==> config.mk <==
export PLATFORM = sky130hd
export DESIGN_NAME = nec_frame_rx
export DESIGN_NICKNAME = d
export VERILOG_FILES = /design/src/rtl/nec_rx_pkg.sv /design/src/rtl/ir_in_sync.sv /design/src/rtl/nec_frame_rx.sv
export SDC_FILE = /design/constraint.sdc
export NUM_CORES = 1
export LEC_CHECK = 0
export ABC_AREA = 1
export ABC_CLOCK_PERIOD_IN_PS = 1800
export CELL_PAD_IN_SITES_DETAIL_PLACEMENT = 0
export CELL_PAD_IN_SITES_GLOBAL_PLACEMENT = 1
export CORE_ASPECT_RATIO = 0.9
export CORE_MARGIN = 10
export CORE_UTILIZATION = 37
export DETAILED_ROUTE_END_ITERATION = 16
export GPL_TIMING_DRIVEN = 0
export PLACE_DENSITY_LB_ADDON = 0.12
export SLEW_MARGIN = 20
export SYNTH_ARGS = -nofsm -noshare
export SYNTH_HDL_FRONTEND = slang
export SYNTH_SLANG_ARGS = --single-unit
export TNS_END_PERCENT = 10
==> constraint.sdc <==
create_clock -name CLK -period 1.8 [get_ports CLK]
set_clock_uncertainty 0.2 [all_clocks]
set_input_delay 0.54 -clock CLK [delete_from_list [all_inputs] [get_ports CLK]]
set_output_delay 0.54 -clock CLK [all_outputs]
set_load 0.01 [all_outputs]
==> src/rtl/nec_rx_pkg.sv <==
// nec_rx_pkg: FSM states, default NEC tick timings and frame field positions for nec_frame_rx
package nec_rx_pkg;
  typedef enum logic [2:0] {IDLE, LEAD_MARK, LEAD_SPACE, BIT_MARK, BIT_SPACE, STOP_MARK} rxState_t;
  localparam int DEF_LEAD_MARK_MIN = 80;
  localparam int DEF_LEAD_MARK_MAX = 100;
  localparam int DEF_LEAD_SPACE_MIN = 40;
  localparam int DEF_LEAD_SPACE_MAX = 50;
  localparam int DEF_RPT_SPACE_MIN = 18;
  localparam int DEF_RPT_SPACE_MAX = 27;
  localparam int DEF_BIT_MARK_MIN = 3;
  localparam int DEF_BIT_MARK_MAX = 8;
  localparam int DEF_ZERO_MAX = 8;
  localparam int DEF_ONE_MIN = 14;
  localparam int DEF_ONE_MAX = 20;
  localparam int DEF_CNT_W = 7;
  localparam int ADDR_LSB = 0;
  localparam int ADDR_N_LSB = 8;
  localparam int CMD_LSB = 16;
  localparam int CMD_N_LSB = 24;
  function automatic logic inWin(input int d, input int lo, input int hi);
    return d >= lo && d <= hi;
  endfunction
  function automatic logic complementOk(input logic [31:0] w);
    return w[ADDR_N_LSB +: 8] == ~w[ADDR_LSB +: 8] && w[CMD_N_LSB +: 8] == ~w[CMD_LSB +: 8];
  endfunction
endpackage

==> src/rtl/ir_in_sync.sv <==
// ir_in_sync: two-flop synchronizer plus delayed copy; fall marks a mark start, rise a mark end
module ir_in_sync (
  input  logic CLK,
  input  logic RST,
  input  logic Din,
  output logic fall,
  output logic rise
);
  logic [1:0] syncReg;
  logic dly;
  always_ff @(posedge CLK) begin
    if (!RST) begin
      syncReg <= 2'b11;
      dly <= 1'b1;
    end else begin
      syncReg <= {syncReg[0], Din};
      dly <= syncReg[1];
    end
  end
  assign fall = dly & ~syncReg[1];
  assign rise = ~dly & syncReg[1];
endmodule

==> src/rtl/nec_frame_rx.sv <==
// nec_frame_rx: NEC IR frame decoder; define NEC_CHECKSUM_EN to reject frames whose addr/cmd complements mismatch
module nec_frame_rx import nec_rx_pkg::*; #(
  parameter int LEAD_MARK_MIN = DEF_LEAD_MARK_MIN,
  parameter int LEAD_MARK_MAX = DEF_LEAD_MARK_MAX,
  parameter int LEAD_SPACE_MIN = DEF_LEAD_SPACE_MIN,
  parameter int LEAD_SPACE_MAX = DEF_LEAD_SPACE_MAX,
  parameter int RPT_SPACE_MIN = DEF_RPT_SPACE_MIN,
  parameter int RPT_SPACE_MAX = DEF_RPT_SPACE_MAX,
  parameter int BIT_MARK_MIN = DEF_BIT_MARK_MIN,
  parameter int BIT_MARK_MAX = DEF_BIT_MARK_MAX,
  parameter int ZERO_MAX = DEF_ZERO_MAX,
  parameter int ONE_MIN = DEF_ONE_MIN,
  parameter int ONE_MAX = DEF_ONE_MAX,
  parameter int CNT_W = DEF_CNT_W
) (
  input  logic        CLK,
  input  logic        RST,
  input  logic        Din,
  output logic [31:0] Dout,
  output logic        Valid,
  output logic        Repeat,
  output logic        Err,
  output logic        Busy
);
  rxState_t state, nextState;
  logic fall, rise, sat, newBit, csPass, bad, vSet, rSet, eSet;
  logic [CNT_W-1:0] cnt;
  logic [4:0] bitIdx, nextIdx;
  logic [30:0] shiftReg, nextShift;
  logic [31:0] newWord;
  int dur;

  ir_in_sync uSync (.CLK(CLK), .RST(RST), .Din(Din), .fall(fall), .rise(rise));

  always_comb begin
    dur = int'(cnt);
    sat = &cnt;
    newBit = dur >= ONE_MIN;
    newWord = {newBit, shiftReg};
`ifdef NEC_CHECKSUM_EN
    csPass = complementOk(newWord);
`else
    csPass = 1'b1;
`endif
    nextState = state;
    nextIdx = bitIdx;
    nextShift = shiftReg;
    bad = 1'b0;
    vSet = 1'b0;
    rSet = 1'b0;
    eSet = 1'b0;
    case (state)
      IDLE: nextState = fall ? LEAD_MARK : IDLE;
      LEAD_MARK:
        if (rise) begin
          if (inWin(dur, LEAD_MARK_MIN, LEAD_MARK_MAX)) nextState = LEAD_SPACE;
          else bad = 1'b1;
        end else bad = sat;
      LEAD_SPACE:
        if (fall) begin
          if (inWin(dur, LEAD_SPACE_MIN, LEAD_SPACE_MAX)) begin
            nextIdx = '0;
            nextState = BIT_MARK;
          end else if (inWin(dur, RPT_SPACE_MIN, RPT_SPACE_MAX)) begin
            rSet = 1'b1;
            nextState = STOP_MARK;
          end else bad = 1'b1;
        end else bad = sat;
      BIT_MARK:
        if (rise) begin
          if (inWin(dur, BIT_MARK_MIN, BIT_MARK_MAX)) nextState = BIT_SPACE;
          else bad = 1'b1;
        end else bad = sat;
      BIT_SPACE:
        if (fall) begin
          if (inWin(dur, BIT_MARK_MIN, ZERO_MAX) || inWin(dur, ONE_MIN, ONE_MAX)) begin
            nextShift = newWord[31:1];
            nextIdx = bitIdx + 5'd1;
            // the fall after bit 31's space is the stop-mark start, so the frame commits here
            nextState = bitIdx == 5'd31 ? STOP_MARK : BIT_MARK;
            vSet = bitIdx == 5'd31 && csPass;
            eSet = bitIdx == 5'd31 && !csPass;
          end else bad = 1'b1;
        end else bad = sat;
      STOP_MARK: nextState = (rise || sat) ? IDLE : STOP_MARK;
      default: nextState = IDLE;
    endcase
    if (bad) begin
      eSet = 1'b1;
      nextState = fall ? LEAD_MARK : IDLE;
    end
  end

  always_ff @(posedge CLK) begin
    if (!RST) begin
      state <= IDLE;
      cnt <= '0;
      bitIdx <= '0;
      shiftReg <= '0;
      Dout <= '0;
      Valid <= 1'b0;
      Repeat <= 1'b0;
      Err <= 1'b0;
    end else begin
      state <= nextState;
      cnt <= (fall || rise) ? CNT_W'(1) : cnt + CNT_W'(!sat);
      bitIdx <= nextIdx;
      shiftReg <= nextShift;
      if (vSet) Dout <= newWord;
      Valid <= vSet;
      Repeat <= rSet;
      Err <= eSet;
    end
  end

  assign Busy = state != IDLE;
endmodule

==> run metrics, run 1 <==
Worst-Margin Slew=between 0.6 and 0.7 ns; worst path required time=1.90 ns; Setup CP Type=reg -> reg; Avg WL per Cell=14.12 um; Synth warnings=0; P per Cell Area=852.4 nW/um2; crit path max fanout=3; Psw=1021 uW; maximum clock insertion buffer count=2; H-tree depth=3; Cell Area, Synth=3547 um2; RSZ-0062 raised after global routing=true; Multi-input gate area=between 1500 and 2000 um2; Relative slew margins=55.69%; final setup fails=59; GRT Residual Overflow=0; Area Overhead vs Synth=33.65%; Fillers=943; Worst Hold Slack=0.2163 ns; first-pass GRT wire length=14.43 mm; violated checks=setup timing; wl on met1=4.541 mm; Post-Route WL=around 9 mm; most common cell after layout, fill and taps aside=dfxtp_1; row count=33; latest clock arrival within the worst-skew pair=0.36 ns; initial antenna violation count=0; DR vias=around 3000; clock slew at reported path FFs=approximately 0.08 ns; hold crit path type=reg -> reg; syn_area_per_cell=~8.1 um2; initial drt markers=181; status=finished, violations left; CTS Sinks=84; Routed Antenna Nets=0; Post-layout nets=just over 500; Die W=approximately 120 um; root buffer cell=clkbuf_8; commonest non-fill, non-tap cells in the layout=dfxtp_1 (75), inv_1 (48), nand2_1 (46), a21oi_1 (41), dlygate4sd2_1 (31); GP Congestion=0.8149; number of global-route vias before repair=between 2000 and 3000; chip height=approximately 110 um; Slew Viols, Final=0; worst vdd ir=about 0.4 mV; Ports=39; Post-CTS Hold Fix Bufs=0; HPWL after detailed placement=6.174 mm; Final Total Pwr=roughly 4000 uW; Register Area=approximately 1700 um2; largest net degree at the start of global routing=15; Synthesized Nets=446; CTS Buf Count=9; Die ar.=13910 um2; Internal Power=3020 uW; Distinct cells, synth=33; input/output buffers=37; crit path capture type=register; Worst setup SP type=register; setup ws final=-0.1267 ns; Final min period=1.927 ns; GRT Total Usage=12.82%; Main synth FF type=dfxtp_1; layout cells sized above 1=between 30% and 40%; post-synthesis instance total=437; Setup TNS=-3.334 ns; EDFF count, synth=0; vias per inst=4.847; placed insts=596; final core utilization=51.26%; clock power share=40.9%; DR top layer=met4; antenna cells=0; Comb power frac=11.2%; number of remaining DRC errors=0; number of synthesized register bits=84; Seq/Total Area, Yosys=47.41%; fin crit share=107.0%; LEAKAGE=~0.0020 uW; metal2 WL=3.738 mm; met3 routed wirelength=521 um; sw frac=25.27%; Seq pwr share=a little under half; fmax=519.0 MHz; final cell count without fillers=around 630; CTS tree=done; Worst Path Arrival=about 2 ns; initial core utilization=38.35%; Max-Cap Viols=0; Pre-antenna DRT Iters=4; final hold violations=0; CORE AREA=9249 um2; ys async rst share=0%
[cells in the mapped netlist (2+ instances only)]
library cell  instances  share of area [%]
inv_1                56                5.9
o21ai_0              38                5.4
nand4_1               8                1.4
o21ai_2              29                7.2
nor3_1                2               0.28
nor2_1               19                2.0
nand3_1              43                6.1
dfxtp_1              84                 47
a21oi_1              47                6.6
or2_2                 2               0.35
buf_6                 8                2.5
clkbuf_1              7               0.74
o211ai_1              2               0.42
ha_1                  6                2.1
buf_1                 3               0.32
nand2_2               3               0.53
inv_2                 4               0.42
buf_2                 4               0.56
nand2_1              58                6.1
[worst paths after layout]
check | depth (start not counted) | start | slack (ns) | end
hold reg to reg | 1 | uSync.syncReg[0]$_SDFF_PN1_ | 0.22 | uSync.syncReg[1]$_SDFF_PN1_
hold / removal | 1 | uSync.syncReg[0]$_SDFF_PN1_ | 0.22 | uSync.syncReg[1]$_SDFF_PN1_
setup reg to reg | 10 | bitIdx[1]$_SDFFE_PN0P_ | -0.13 | Dout[0]$_SDFFE_PN0P_
setup / recovery | 10 | bitIdx[1]$_SDFFE_PN0P_ | -0.13 | Dout[0]$_SDFFE_PN0P_
[timing repair]
| action | CTS | global route |
|---|---|---|
| pin swaps | 2 | 6 |
| buffers inserted | 2 | 14 |
| endpoints found under the setup margin | 109 | 80 |
| gates cloned | 0 | 2 |
| resized for setup | 71 | 93 |
[layout make-up]
type	count	share of cell area, %
Inverter	62	5.648
Timing Repair Buffer	55	10.64
Clock inverter	5	2.270
Multi-Input combinational cell	268	35.21
Clock buffer	10	2.903
Buffer	23	4.302
Tap cell	122	3.220
Sequential cell	84	35.81
[metal layers]
layer	up-vias	track usage, %
li1	1575	-
met1	1407	17.91
met2	56	17.89
met3	11	4.970
met4	0	3.258
met5	-	0
[power groups by stage]
stage | clock, uW | combinational, uW | sequential (uW)
CTS | 1710 | 421 | 1930
floorplan | 0 | 317 | 1970
global route | 1800 | 524 | 1940
finish | 1650 | 453 | 1940
detailed placement | 0 | 435 | 1970
global placement | 0 | 442 | 1970
[critical path, cell delays in order (launching register included)]
cell and delay, ns:
dfxtp_1 0.39, ha_1 0.19, nand2_1 0.08, nor2_1 0.14, ha_1 0.21, inv_2 0.08, nor2_8 0.15, buf_4 0.14
buf_4 0.10, o21ai_0 0.07, nor2_1 0.12
[per-stage QoR]
stage                     setup slack (ns)  area [um2]
after detailed placement           -0.3789        4073
after global placement             -0.3763        4073
after floorplan                   0.007117        3550
after CTS                         -0.07956        4342
final                              -0.1267        4741
after global routing               -0.2024        4741
[cell families (layout without fill, tap and decap cells)]
family	Yosys count	count (layout)	share of synthesized area, %
simple gates	142	142	19.01
buf+inv	85	155	11.01
xor+xnor	1	1	0.2470
flops	84	84	47.41
fa+ha+maj	6	6	2.116
compound gates	119	119	20.21
[registers in the layout (all words and copies together), names as in the netlist]
name           cells
bitIdx             5
Dout              32
shiftReg          31
uSync.dly          1
state              3
Valid              1
cnt                7
Err                1
Repeat             1
uSync.syncReg      2
(Power assumes the default switching activity.)
==> inputs of run 2 (changes only) <==
--- a/config.mk
+++ b/config.mk
@@ -10,7 +10,7 @@
 export CELL_PAD_IN_SITES_DETAIL_PLACEMENT = 0
 export CELL_PAD_IN_SITES_GLOBAL_PLACEMENT = 1
 export CORE_ASPECT_RATIO = 0.9
-export CORE_MARGIN = 10
+export CORE_MARGIN = 2
 export CORE_UTILIZATION = 37
 export DETAILED_ROUTE_END_ITERATION = 16
 export GPL_TIMING_DRIVEN = 0
==> run 2 against run 1 <==
Compared with the run above:
- the flow still finishes with violations (setup timing)
- critical path type unchanged
- clock power shrank 25%
- largest cell class unchanged
- first-iteration DRC count shrank 50%
- largest power group unchanged
- sequential power is essentially flat
- power shrank 10%
==> run metrics, run 2 (synthesis gave the netlist of run 1 again) <==
number of remaining DRC errors=0 (unchanged); initial core utilization=38.52% (+0.17 points); Crit path max-delay family=simple AND/OR/NAND/NOR gates; HPWL after detailed placement=5.869 mm (-4.9%); R2R Setup Slk=-0.06 ns (+0.07 ns); GRT Total Usage=16.58% (+3.8 points); worst path required time=1.86 ns (-0.04 ns); Fillers=936 (-0.74%); Crit Reg-Reg Startpoint=cnt[3]$_SDFF_PP0_; Area Overhead vs Synth=27.20%; violated checks=setup timing; CTS Buf Count=9 (unchanged); GRT Residual Overflow=0 (unchanged); critical path's slowest cell=dfxtp_2; first-pass GRT wire length=13.72 mm (-5.0%); GP Congestion=0.8269 (+1.5%); latest clock arrival within the worst-skew pair=0.36 ns (about the same); Worst-Margin Slew=0.5991 ns (-0.06557 ns); Setup TNS=-1.305 ns (+2.029 ns); input/output buffers=37 (unchanged); placed insts=596 (unchanged); fmax=538.5 MHz (+3.7%); worst reg2reg path depth=13 (+3); worst vdd ir=0.3997 mV (-1.1%); final hold violations=0 (unchanged); Avg WL per Cell=13.51 um (-4.3%); Final min period=1.857 ns (-0.06960 ns); Reg-to-Reg End=Dout[2]$_SDFFE_PN0P_; layout cells sized above 1=26.84% (-3.3 points); P per Cell Area=804.8 nW/um2 (-5.6%); number of flip-flops under the largest register name=32 (unchanged); maximum clock insertion buffer count=2 (unchanged); crit path capture type=register; Slowest Stage Delay on Critical Path=0.33 ns (-0.06 ns); WHS Endpoint=uSync.syncReg[1]$_SDFF_PN1_; vias per inst=4.794 (-1.1%); crit path max fanout=10 (+7); Pre-antenna DRT Iters=4 (unchanged); setup ws final=-0.05705 ns (+0.06960 ns); CORE AREA=9208 um2 (-0.45%); final setup fails=32 (-46%); commonest non-fill, non-tap cells in the layout=dfxtp_1 (72), inv_1 (50), nand2_1 (49), a21oi_1 (46), nand3_1 (37); Routed Antenna Nets=0 (unchanged); number of global-route vias before repair=2777 (-2.4%); LEAKAGE=0.001907 uW (-4.3%); initial antenna violation count=0 (unchanged); clock slew at reported path FFs=0.09 ns (about the same); pre-CTS setup slack=-0.3765 ns (+0.002356 ns); root buffer cell=clkbuf_8; RSZ-0062 raised after global routing=true; Hold Crit Start=uSync.syncReg[0]$_SDFF_PN1_; Post-layout nets=507 (-0.98%); Die ar.=10390 um2 (-25%); CTS tree=done; Post-CTS Hold Fix Bufs=0 (unchanged); initial drt markers=90 (-50%); Die W=107.2 um (-13%); Worst Path Arrival=1.91 ns (-0.11 ns); Post-Route WL=8.443 mm (-4.9%); hold crit path type=reg -> reg; DR vias=2996 (-1.7%); CTS Sinks=84 (unchanged); Buf/Inv on CP=4 (+1); Critical Path, Cell by Cell=buf_6 -> inv_6 -> nand2_2 -> nor2_2 -> nand2_2 -> nand3_2 -> nand2_4 -> nand3_4 -> nor2_8 -> inv_6 -> buf_6 -> nand3_1 -> o21ai_2; Worst setup SP type=register; Max-Cap Viols=0 (unchanged); largest registers=Dout: 32 flops, shiftReg: 31 flops, cnt: 7 flops; Worst Hold Slack=0.2260 ns (+0.009639 ns); largest net degree at the start of global routing=16 (+1); row count=33 (unchanged); most common cell after layout, fill and taps aside=dfxtp_1; H-tree depth=3 (unchanged); status=finished, violations left; final cell count without fillers=625 (-0.64%); fin crit share=103.2% (-3.9 points); Relative slew margins=60.06% (+4.4 points); chip height=96.89 um (-14%); Slew Viols, Final=0 (unchanged); Setup CP Type=reg -> reg; antenna cells=0 (unchanged); Ports=39 (unchanged); WHS Path Cells=1 (unchanged); Reg with most FFs=Dout
[run 2: stage by stage]
stage,total power [uW],instance area (um2),util [%]
after floorplan,2282,3550,-
after global placement,2412,4073,44.23
after detailed placement,2414,4073,44.23
after CTS,3656,4280,46.49
after global routing,3814,4512,49.00
final,3631,4512,49.00
[run 2: area by class of cell]
| cell class | count | area, um2 | share of cell area, % |
|---|---|---|---|
| Sequential cell | 84 | 1704 | 37.77 |
| Multi-Input combinational cell | 268 | 1605 | 35.58 |
| Timing Repair Buffer | 50 | 436.7 | 9.678 |
| Inverter | 62 | 252.7 | 5.602 |
| Buffer | 23 | 183.9 | 4.077 |
| Tap cell | 122 | 152.6 | 3.383 |
| Clock buffer | 10 | 127.6 | 2.829 |
| Clock inverter | 6 | 48.80 | 1.082 |
[run 2: worst reg2reg max path: stages, from the launching register on]
cell and delay, ns:
dfxtp_2 0.33, buf_6 0.13, inv_6 0.04, nand2_2 0.07, nor2_2 0.04, nand2_2 0.06, nand3_2 0.08, nand2_4 0.10
nand3_4 0.14, nor2_8 0.21, inv_6 0.07, buf_6 0.15, nand3_1 0.09, o21ai_2 0.06
[run 2: what timing repair did]
action | CTS | global route
pin swaps | 2 | 6
gates resized for setup | 67 | 50
endpoints found under the setup margin | 104 | 73
buffers inserted | 2 | 10
gates cloned | 0 | 1
[run 2: how the worst max path moves through the flow]
stage | startpoint | end | slack (ns) | depth (start not counted)
floorplan | cnt[2]$_SDFF_PP0_ | cnt[4]$_SDFF_PP0_ | 0.007 | 9
global placement | RST | Dout[0]$_SDFFE_PN0P_ | -0.39 | 5
detailed placement | RST | Dout[0]$_SDFFE_PN0P_ | -0.38 | 5
CTS | cnt[3]$_SDFF_PP0_ | Dout[24]$_SDFFE_PN0P_ | -0.08 | 12
global route | cnt[2]$_SDFF_PP0_ | Dout[2]$_SDFFE_PN0P_ | -0.17 | 11
finish | cnt[3]$_SDFF_PP0_ | Dout[2]$_SDFFE_PN0P_ | -0.06 | 13
[run 2: power breakdown]
part	leakage, uW	switching [uW]	internal, uW
sequential	0.000684	42.5	1900
clock	0.0000795	718	514
combinational	0.00114	291	164
total	0.00191	1050	2580
[run 2: routing by layer]
metal / vias up / wire length, um / global-route usage [%]
met5: - / 0 / 0
li1: 1567 / - / -
met3: 9 / 266 / 3.908
met2: 42 / 3666 / 23.37
met4: 0 / 81 / 4.795
met1: 1378 / 4428 / 24.91
==> inputs of run 3 (changes only) <==
--- a/config.mk
+++ b/config.mk
@@ -7,6 +7,7 @@
 export LEC_CHECK = 0
 export ABC_AREA = 1
 export ABC_CLOCK_PERIOD_IN_PS = 1800
+export CAP_MARGIN = 10
 export CELL_PAD_IN_SITES_DETAIL_PLACEMENT = 0
 export CELL_PAD_IN_SITES_GLOBAL_PLACEMENT = 1
 export CORE_ASPECT_RATIO = 0.9
==> results of run 3 <==
The final DEF is identical to that of run 2; final timing and power are the same.
==> RTL edit (flow settings as in run 1) <==
The option `NEC_CHECKSUM_EN` is turned on by a define.
--- a/src/rtl/nec_frame_rx.sv
+++ b/src/rtl/nec_frame_rx.sv
@@ -1,4 +1,6 @@
 // nec_frame_rx: NEC IR frame decoder; define NEC_CHECKSUM_EN to reject frames whose addr/cmd complements mismatch
+`define NEC_CHECKSUM_EN
+
 module nec_frame_rx import nec_rx_pkg::*; #(
   parameter int LEAD_MARK_MIN = DEF_LEAD_MARK_MIN,
   parameter int LEAD_MARK_MAX = DEF_LEAD_MARK_MAX,
Formal check against the unedited RTL: no difference found for any inputs over 10 cycles, from zero or initial values and one cycle with RST low; that may be too few to reach the edited logic, so the function may still have changed.
==> RTL edit against run 1 <==
  * The run still ends with setup timing left
  * Cell area grew 8.6%
  * Total power grew 9.4%
  * Sequential cell count unchanged
  * Cell count is 13% higher
  * Synthesized area rose by 6.8%
  * Worst setup slack worse by 0.077 ns
  * Routed wire length up 12%
==> RTL edit: results (changes against run 1) <==
.. list-table::
   :header-rows: 1

   * - Metric
     - Value
   * - Result of the run
     - finished, violations left (unchanged)
   * - Violated checks
     - setup timing (unchanged)
   * - Area taken by flip-flops and latches
     - 1710 sq um (was 1700 sq um)
   * - Vias per inst
     - 4.89 (was 4.85)
   * - Final net count
     - 588 (was 512)
   * - Number of multi-input combinational cells
     - 364 (was 268)
   * - Actual transition at the worst max-transition pin
     - 0.567 ns (was 0.665 ns)
   * - Area post-placement
     - 4320 sq um (was 4070 sq um)
   * - Most area-consuming cells after synthesis
     - sky130_fd_sc_hd__dfxtp_1, sky130_fd_sc_hd__nor2_1, sky130_fd_sc_hd__nand2_1, sky130_fd_sc_hd__nand3_1, sky130_fd_sc_hd__o21bai_1 (was sky130_fd_sc_hd__dfxtp_1, sky130_fd_sc_hd__o21ai_2, sky130_fd_sc_hd__a21oi_1, sky130_fd_sc_hd__nand2_1, sky130_fd_sc_hd__nand3_1)
   * - Sequential-to-total area share from yosys stat
     - 0.444 (was 0.474)
   * - PnR worst setup slack
     - -0.204 ns (was -0.127 ns)
   * - Clock tree root driver cell
     - sky130_fd_sc_hd__clkbuf_16 (was sky130_fd_sc_hd__clkbuf_8)
   * - Vias in the first global route
     - 3301 (was 2845)
   * - Cell count after placement
     - 668 (was 596)
   * - Sum Neg Setup Slack
     - -7.98 ns (was -3.33 ns)
   * - Multi-input logic portion of the cell area
     - 0.403 (was 0.352)
   * - First-pass GRT wire length
     - 16.7 mm (was 14.4 mm)
   * - Non-clock inverter count in the final layout
     - 33 (was 62)
   * - Core occupancy in the finished layout
     - 0.524 (was 0.513)
   * - Highest-delay cell along the critical path
     - sky130_fd_sc_hd__dfxtp_4 (was sky130_fd_sc_hd__dfxtp_1)
   * - Length of the first detailed-routing pass in iterations
     - 5 (was 4)
   * - Post-detail-place hpwl
     - 6.93 mm (was 6.17 mm)
   * - Detailed router's first-iteration violation count
     - 261 (was 181)
   * - Clock transition at the register clock pins on the worst setup and hold paths after CTS
     - 0.06 ns (was 0.08 ns)
   * - Placer congestion estimate
     - 0.850 (was 0.815)
   * - Average footprint of a synthesized cell
     - 7.50 sq um (was 8.12 sq um)
   * - Number of flip-flops and latches
     - 84 (unchanged)
   * - Setup violators final
     - 71 (was 59)
   * - Non-clk bufs
     - 87 (was 78)
   * - Number of nets in the synthesized netlist
     - 514 (was 446)
   * - Clock-cell share of area
     - 0.0588 (was 0.0517)
   * - Pleak
     - 2.60 nW (was 1.99 nW)
   * - Number of distinct library cell variants in the gate-level netlist after synthesis
     - 26 (was 33)
   * - Max Fanout on Critical Path
     - 10 (was 3)
   * - Share of post-route cells with drive strength above 1
     - 0.229 (was 0.302)
   * - Via count of the routed design
     - 3471 (was 3049)
   * - Total Wirelength
     - 9.97 mm (was 8.88 mm)
==> RTL edit: cell count changes in the layout (fill, tap and decap cells not counted), sizes merged, moves of 17 or more <==
cell | before | now
nor2 | 21 | 103
xor2 | 1 | 18
inv | 62 | 33
nand2 | 62 | 84
o21ai | 67 | 5
o21bai | 1 | 33
==> RTL edit: worst paths after layout <==
| check | start | to | slack [ns] | cells after the start |
|---|---|---|---|---|
| setup reg to reg | cnt[5] | Dout[2] | -0.20 | 10 |
| setup / recovery | cnt[5] | Dout[2] | -0.20 | 10 |
| hold reg to reg | uSync.syncReg[0] | uSync.syncReg[1] | 0.21 | 1 |
| hold / removal | uSync.syncReg[0] | uSync.syncReg[1] | 0.21 | 1 |
==> RTL edit: per-layer routing <==
metal	vias to the layer above	global-route usage	wire length, um
met1	1585	0.183	5000
met2	71	0.205	4300
met3	6	0.0438	568
li1	1809	-	-
met5	-	0	0
met4	0	0.0417	99
==> RTL edit: power by group through the flow <==
| stage | combinational (mW) | sequential [mW] | clock [mW] |
|---|---|---|---|
| 5_1_grt | 0.720 | 1.93 | 1.98 |
| 2_1_floorplan | 0.413 | 1.96 | 0 |
| 4_1_cts | 0.607 | 1.93 | 1.92 |
| 6_report | 0.634 | 1.93 | 1.86 |
| 3_5_place_dp | 0.570 | 1.97 | 0 |
| 3_3_place_gp | 0.576 | 1.96 | 0 |
==> RTL edit: cells by family after synthesis <==
group | count (synthesis) | share of synthesized area
buffers and inverters | 58 | 0.0670
AOI/OAI and AO/OA | 80 | 0.130
and+or+nand+nor | 258 | 0.295
DFF | 84 | 0.444
adders and majority gates | 6 | 0.0198
xor gates and xnor gates | 19 | 0.0439
==> RTL edit: repair_timing <==
action,4_1_cts,5_1_grt
endpoints found under the setup margin,116,80
pin swaps,14,13
cloned,3,2
gates resized for setup,125,29
buffers inserted,17,5
